--- config.mk ---
export PLATFORM = sky130hd
export DESIGN_NAME = wide_add_seq
export DESIGN_NICKNAME = d
export VERILOG_FILES = /design/src/rtl/wide_add_seq.sv
export SDC_FILE = /design/constraint.sdc
export NUM_CORES = 1
export LEC_CHECK = 0
export BUFFER_PORTS_ARGS = -buffer_cell sky130_fd_sc_hd__buf_2
export CAP_MARGIN = 20
export CORE_AREA = 2 2 191 193
export DETAILED_ROUTE_END_ITERATION = 8
export DIE_AREA = 0 0 193 195
export PLACE_DENSITY = 0.75
export RECOVER_POWER = 50
export SETUP_SLACK_MARGIN = 0.2
export SYNTH_ARGS = -nofsm -noshare
export SYNTH_HDL_FRONTEND = slang
export SYNTH_SLANG_ARGS = --single-unit
export TNS_END_PERCENT = 50
--- constraint.sdc ---
create_clock -name clk -period 3.1 [get_ports clk]
set_input_delay 0.155 -clock clk [delete_from_list [all_inputs] [get_ports clk]]
set_output_delay 0.155 -clock clk [all_outputs]
set_load 0.01 [all_outputs]
--- src/rtl/wide_add_seq.sv ---
// Multi-precision add/subtract sequencer driving one shared N-bit adder, low chunk first.
// Latency: CHUNKS cycles from the start edge to done; issue interval is CHUNKS+2 cycles.
// Backpressure: start is taken only in IDLE. It is ignored in RUN and DONE, and nothing is queued.
//
// Ports:
//   clk, rst_n              clock and asynchronous active-low reset
//   start, sub, a_in, b_in  request handshake; operands and mode are sampled with start
//   busy, done              busy while RUN; done is a single-cycle pulse with the final result
//   result, carry_out, ovf  W-bit result, final carry (no-borrow for subtract), signed overflow
//   add_a, add_b, add_cin   operand and carry-in to the shared adder (zero outside RUN)
//   add_sum, add_carry      combinational sum and carry back from the shared adder
module wide_add_seq #(
    parameter int N      = 32,
    parameter int CHUNKS = 4
) (
    input  logic                clk,
    input  logic                rst_n,
    input  logic                start,
    input  logic                sub,
    input  logic [N*CHUNKS-1:0] a_in,
    input  logic [N*CHUNKS-1:0] b_in,
    output logic                busy,
    output logic                done,
    output logic [N*CHUNKS-1:0] result,
    output logic                carry_out,
    output logic                ovf,
    output logic [N-1:0]        add_a,
    output logic [N-1:0]        add_b,
    output logic                add_cin,
    input  logic [N-1:0]        add_sum,
    input  logic                add_carry
);

    localparam int W  = N * CHUNKS;
    localparam int IW = (CHUNKS > 1) ? $clog2(CHUNKS) : 1;

    localparam logic [IW-1:0] LAST_IDX = IW'(CHUNKS - 1);

    localparam logic [1:0] S_IDLE = 2'd0;
    localparam logic [1:0] S_RUN  = 2'd1;
    localparam logic [1:0] S_DONE = 2'd2;

    logic [1:0]    state;
    logic [IW-1:0] idx;
    logic [W-1:0]  a_q;
    logic [W-1:0]  b_q;   // already inverted for subtract, so the adder always adds
    logic          cy_q;

    assign busy = (state == S_RUN);
    assign done = (state == S_DONE);

    // The shared adder sees zeros whenever this block is not actively using it.
    assign add_a   = busy ? a_q[idx*N +: N] : '0;
    assign add_b   = busy ? b_q[idx*N +: N] : '0;
    assign add_cin = busy ? cy_q : 1'b0;

    always_ff @(posedge clk or negedge rst_n) begin
        if (!rst_n) begin
            state     <= S_IDLE;
            idx       <= '0;
            a_q       <= '0;
            b_q       <= '0;
            cy_q      <= 1'b0;
            result    <= '0;
            carry_out <= 1'b0;
            ovf       <= 1'b0;
        end else begin
            case (state)
                S_IDLE: begin
                    if (start) begin
                        a_q       <= a_in;
                        b_q       <= sub ? ~b_in : b_in;
                        // A - B is computed as A + ~B + 1; the +1 enters as the first carry-in.
                        cy_q      <= sub;
                        idx       <= '0;
                        result    <= '0;
                        carry_out <= 1'b0;
                        ovf       <= 1'b0;
                        state     <= S_RUN;
                    end
                end
                S_RUN: begin
                    result[idx*N +: N] <= add_sum;
                    cy_q               <= add_carry;
                    idx                <= idx + IW'(1);
                    if (idx == LAST_IDX) begin
                        carry_out <= add_carry;
                        // Overflow happens when both effective operands share a sign
                        // and the top chunk's sum bit disagrees with it.
                        ovf       <= (a_q[W-1] == b_q[W-1]) && (add_sum[N-1] != a_q[W-1]);
                        idx       <= '0;
                        state     <= S_DONE;
                    end
                end
                S_DONE: begin
                    state <= S_IDLE;
                end
                default: begin
                    state <= S_IDLE;
                end
            endcase
        end
    end

endmodule

=== After elaboration in Yosys (flattened, before gate mapping) ===
Cells that the tools add are included.

* Shift operators: 4
* Multiplexer cells: 20
* Reductions and logical operators: 7
* Equality and inequality tests: 7
* Bitwise gates (word level): 1
* $add $sub $neg: 2

{| class="wikitable"
|+ Operators by type and width
! operator !! number
|-
| 128-bit two-way mux || 2
|-
| 128-bit one-hot mux with 2 select lines || 1
|-
| 128-bit by 8-bit indexed part select with 32-bit output || 2
|-
| 128-bit bitwise mux || 1
|-
| 128-bit inverter || 1
|-
| 32-bit by 34-bit variable shift with 128-bit output (first input constant) || 1
|-
| 32-bit by 34-bit indexed part select with 128-bit output || 1
|-
| 32-bit two-way mux || 2
|-
| 7-bit negation with 34-bit output || 1
|-
| 2-bit two-way mux || 4
|-
| 2-bit one-hot mux with 2 select lines || 2
|-
| 1-bit one-hot mux with 2 select lines || 3
|-
| 2-bit AND reduction || 3
|-
| 1-bit two-way mux || 5
|-
| 2-bit == test (second input constant) || 2
|-
| 3-bit AND reduction || 1
|-
| 2-bit by 1-bit adder with 2-bit output (second input constant) || 1
|-
| 2-bit by 1-bit == test with 1-bit output (second input constant) || 1
|-
| 2-bit zero test || 1
|-
| 2-bit by 1-bit != test with 1-bit output (second input constant) || 1
|-
| 2-bit != test (second input constant) || 1
|-
| 2-bit nonzero test || 1
|-
| 1-bit == test || 1
|-
| 1-bit logical AND || 1
|-
| 1-bit != test || 1
|}

* Logic and storage cells: 49
* Bits in registers: 391

=== Logic depth before layout (Yosys ltp) ===
* Word-level depth: 4
* Depth in mapped cells: 9
* Depth with buffers taken out: 5

=== Least setup slack after synthesis ===
OpenSTA, ideal clock, no wires.

* Path type: reg2reg
* From: register idx[1]
* To: register result[100]
* Buffers on the path: 3
* Arrival time: 2.150 ns
* Path slack: 0.885 ns
* Stages on the path, launching flop included: 9
* Cell sequence: dfrtp_1 > buf_2 > buf_1 > inv_1 > ha_1 > nand3b_1 > nor3_2 > buf_2 > a22o_1

* Word-level cells in the longest chain between the ends: 4

{| class="wikitable"
|+ RTL lines
! what !! RTL line !! source
|-
| from (decl) || 44 || <nowiki>logic [IW-1:0] idx;</nowiki>
|-
| from (signal assigned) || 85 || <nowiki>idx <= idx + IW'(1);</nowiki>
|-
| 7-bit negation with 34-bit output * || 83 || <nowiki>result[idx*N +: N] <= add_sum;</nowiki>
|-
| 32-bit by 34-bit indexed part select with 128-bit output / 32-bit by 34-bit variable shift with 128-bit output (equally long branches) || 83 ||
|-
| 128-bit bitwise mux * || 83 ||
|-
| 128-bit one-hot mux with 2 select lines * || 68 || <nowiki>case (state)</nowiki>
|-
| to (signal, indexed assignment) || 83 ||
|-
| to (decl) || 24 || <nowiki>output logic [N*CHUNKS-1:0] result,</nowiki>
|}

Every way passes the cells marked *; elsewhere a longest branch is shown, timed or not.
A chain may end at the register's enable or synchronous reset.

=== Worst setup path after layout ===
* From: register idx[0]
* To: output add_b[2]

* Word-level cells in the longest chain between the ends: 2

{| class="wikitable"
|+ RTL lines
! what !! RTL line !! source
|-
| 128-bit by 8-bit indexed part select with 32-bit output || 54 || <nowiki>assign add_b = busy ? b_q[idx*N +: N] : '0;</nowiki>
|-
| 32-bit two-way mux || 54 ||
|-
| to (decl) || 28 || <nowiki>output logic [N-1:0] add_b,</nowiki>
|}

No other way between the ends.

==> summary.md <==
| Metric | Value |
|---|---|
| Sequential share of power | 0.383 |
| Initial antenna violation count | 9 |
| Setup TNS | 0 ps |
| # port buffers | 489 |
| Max-Cap Viols | 1 |
| Crit start category | register |
| Net Sw Power | 0.00831 W |
| Yosys Warn Count | 0 |
| Sequential fraction of the synthesis area | 0.558 |
| CP arrival | 2440 ps |
| Chip height | 195 µm |
| Internal power | 0.0139 W |
| Failing checks | max-capacitance violations, max-slew violations |
| CP endpoint kind | output port |
| # DRC | 0 |
| Final setup vio count | 0 |
| Longest Clk Path Bufs | 3 |
| Synth area leader | dfrtp_1 |
| Final Max Tran Viols | 78 |
| Drt first pass iters | 9 |
| Post-route clock period utilization | 0.836 |
| Share of cells above drive strength 1 | 0.222 |
| Fin. Hold Viols | 0 |
| CTS tree | built |
| Pwr Density | 916 nW/µm² |
| Vias in the first global route | 16800 |
| Area grow syn2layout | 38.2% |
| GRT Overall Usage | 0.312 |
| CTS Sinks | 391 |
| Netlist cell types | 31 |
| Max VDD drop | 709 µV |
| Top post-synthesis cells by area | dfrtp_1 (56%), nand2_1 (11%), mux4_2 (8.2%) |
| First-pass GRT wire length | 91.1 mm |
| Pre-CTS setup slack | 833 ps |
| Placed inst area | 20300 µm² |
| Clk pwr share | 0.217 |
| # Post-CTS Setup Buffers | 0 |
| Mapped Cells | 1581 |
| Outcome | finished, violations left |
| I/O Pins | 490 |
| Cell area after layout | 24300 µm² |
| Crit path kind | reg2out |
| Final setup margin | 507 ps |
| DR vias | 15500 |
| Drt via density | 5.51 |
| RSZ-0062 raised after global routing | false |
| Flops & latches, synth | 391 |
| Fmax | 0.386 GHz |
| Die area | 37600 µm² |
| Minimum clock period | 2590 ps |
| Worst Hold Class | in2reg |
| Avg Cell Area, Syn | 11.1 µm² |
| Post-DP HPWL | 33.2 mm |
| CTS H-tree lvls | 2 |
| Share of total power in combinational logic | 0.400 |
| GP Congestion | 0.857 |
| Fill cells | 2463 |
| Antenna-violating nets left | 0 |
| Pin count of the biggest net entering global routing | 132 |
| Netlist Area Pre-Place | 17500 µm² |
| Share of the synthesized area in the top cell type | 0.558 |
| Drt initial violations | 1016 |
| WL/cell | 20.6 µm |
| Core Area | 35400 µm² |
| Num CTS Buffers | 42 |
| CP Max Fanout | 46 |
| Pleak | 11.7 nW |
| Clock Latency Late Sink | 560 ps |
| Total gr overflow | 0 |
| Syn_nets | 1880 |
| Final wirelength | 58.0 mm |
| CTS Root Cell | clkbuf_16 |
| DIE WIDTH | 193 µm |
| Starting Density | 0.496 |
| Slew HR | -0.133 |
| CTS-repair resized insts | 0 |
| Clock skew | 14.2 ps |
| Nets@finish | 2613 |
| Sw Ratio | 0.374 |
| FP Rows | 69 |
| Clk slew on worst S/H paths | 60 ps |
| Worst-margin pin slew | 1700 ps |
| Required @ worst endpoint | 2940 ps |
-- sequential cells by signal, summed over array words and instances (netlist names) --
name / cells
a_q: 128
b_q: 128
carry_out: 1
cy_q: 1
idx: 2
ovf: 1
result: 128
state: 2
-- placed cells by master (no fill, tap or decap), types with 2 or more instances in the layout --
cell type / count
a21o_1: 4
a22o_1: 130
and2_1: 66
buf_12: 10
buf_2: 359
buf_4: 14
clkbuf_1: 145
clkbuf_16: 43
clkbuf_2: 2
clkbuf_8: 7
clkinv_2: 3
clkinvlp_4: 2
dfrtp_1: 389
dfrtp_4: 2
diode_2: 9
dlygate4sd3_1: 290
ha_1: 6
inv_1: 2
mux4_2: 64
nand2_1: 520
nand2b_1: 4
nor4b_4: 3
o21ai_0: 29
o21ai_1: 100
o31ai_1: 2
xnor2_1: 128
-- per-layer routing --
layer | share of wire | vias to the layer above | global-route usage
li1 | - | 6788 | -
met1 | 0.36 | 7560 | 0.367
met2 | 0.48 | 863 | 0.510
met3 | 0.093 | 270 | 0.0872
met4 | 0.063 | 2 | 0.184
met5 | 0.00022 | - | 0
-- area by class of cell --
cell class                      count  area (µm²)  share of cell area
Sequential cell                   391        9790               0.404
Clock inverter                      8        77.6             0.00320
Clock buffer                       62        1220              0.0502
Timing Repair Buffer              810        5540               0.228
Multi-Input combinational cell   1066        7020               0.289
Inverter                            3        11.3            0.000464
Tap cell                          461         577              0.0238
Antenna cell                        9        22.5            0.000929
-- worst max-delay path, stage by stage, from the launching register on --
cell and delay, ps:
dfrtp_4 500, buf_12 360, mux4_2 630, and2_1 210, buf_2 150
-- cells in the mapped netlist --
cell	instances
a21o_1	4
a21oi_1	1
a22o_1	130
a22oi_1	1
and2_1	66
buf_1	1
buf_2	38
buf_4	10
buf_6	28
clkbuf_1	43
clkbuf_2	1
dfrtp_1	391
ha_1	6
inv_1	2
inv_2	1
mux4_2	64
nand2_1	520
nand2b_1	4
nand3_1	1
nand3_2	1
nand3b_1	1
nor2b_1	1
nor3_2	1
nor3b_1	1
nor4b_4	3
o21ai_0	29
o21ai_1	100
o22ai_1	1
o31ai_1	2
or3b_1	1
xnor2_1	128
-- stage by stage --
step	power [W]	hold slack (ps)	cells	util
floorplan	0.0140	-141	1581	-
global placement	0.0165	267	2441	0.573
detailed placement	0.0169	271	2441	0.573
CTS	0.0220	159	2801	0.691
global route	0.0236	195	2810	0.685
finish	0.0222	190	2810	0.685
-- cell families after synthesis --
group,after synthesis,synth area share
AO/OA/AOI/OAI,268,0.105
XOR/XNOR,128,0.0639
adder cells (fa/ha/maj),6,0.00428
buffers and inverters,124,0.0434
flip-flops,391,0.558
multiplexers,64,0.0821
AND/OR/NAND/NOR,600,0.143
-- path summary, 6_finish.rpt --
check	to	cells past startpoint	slack, ps	from
hold reg to reg	a_q[101]	2	470	a_q[101]
setup reg to reg	result[112]	6	830	idx[1]
max in group asynchronous	b_q[28]	3	630	rst_n
min in group asynchronous	a_q[90]	2	220	rst_n
hold / removal	b_q[38]	3	190	sub
setup / recovery	add_b[2]	4	510	idx[0]
-- power by group through the flow --
| stage | clock [W] | combinational [W] | sequential [W] |
|---|---|---|---|
| 3_5_place_dp | 0 | 0.00839 | 0.00847 |
| 5_1_grt | 0.00513 | 0.00971 | 0.00873 |
| 4_1_cts | 0.00488 | 0.00873 | 0.00840 |
| 2_1_floorplan | 0 | 0.00576 | 0.00819 |
| 6_report | 0.00482 | 0.00888 | 0.00851 |
| 3_3_place_gp | 0 | 0.00819 | 0.00835 |
-- what timing repair did --
item,4_1_cts,5_1_grt
endpoints found under the setup margin,0,0
endpoints found under the hold margin,478,0
hold buffers,290,0
Power figures use the tool's default switching activity.
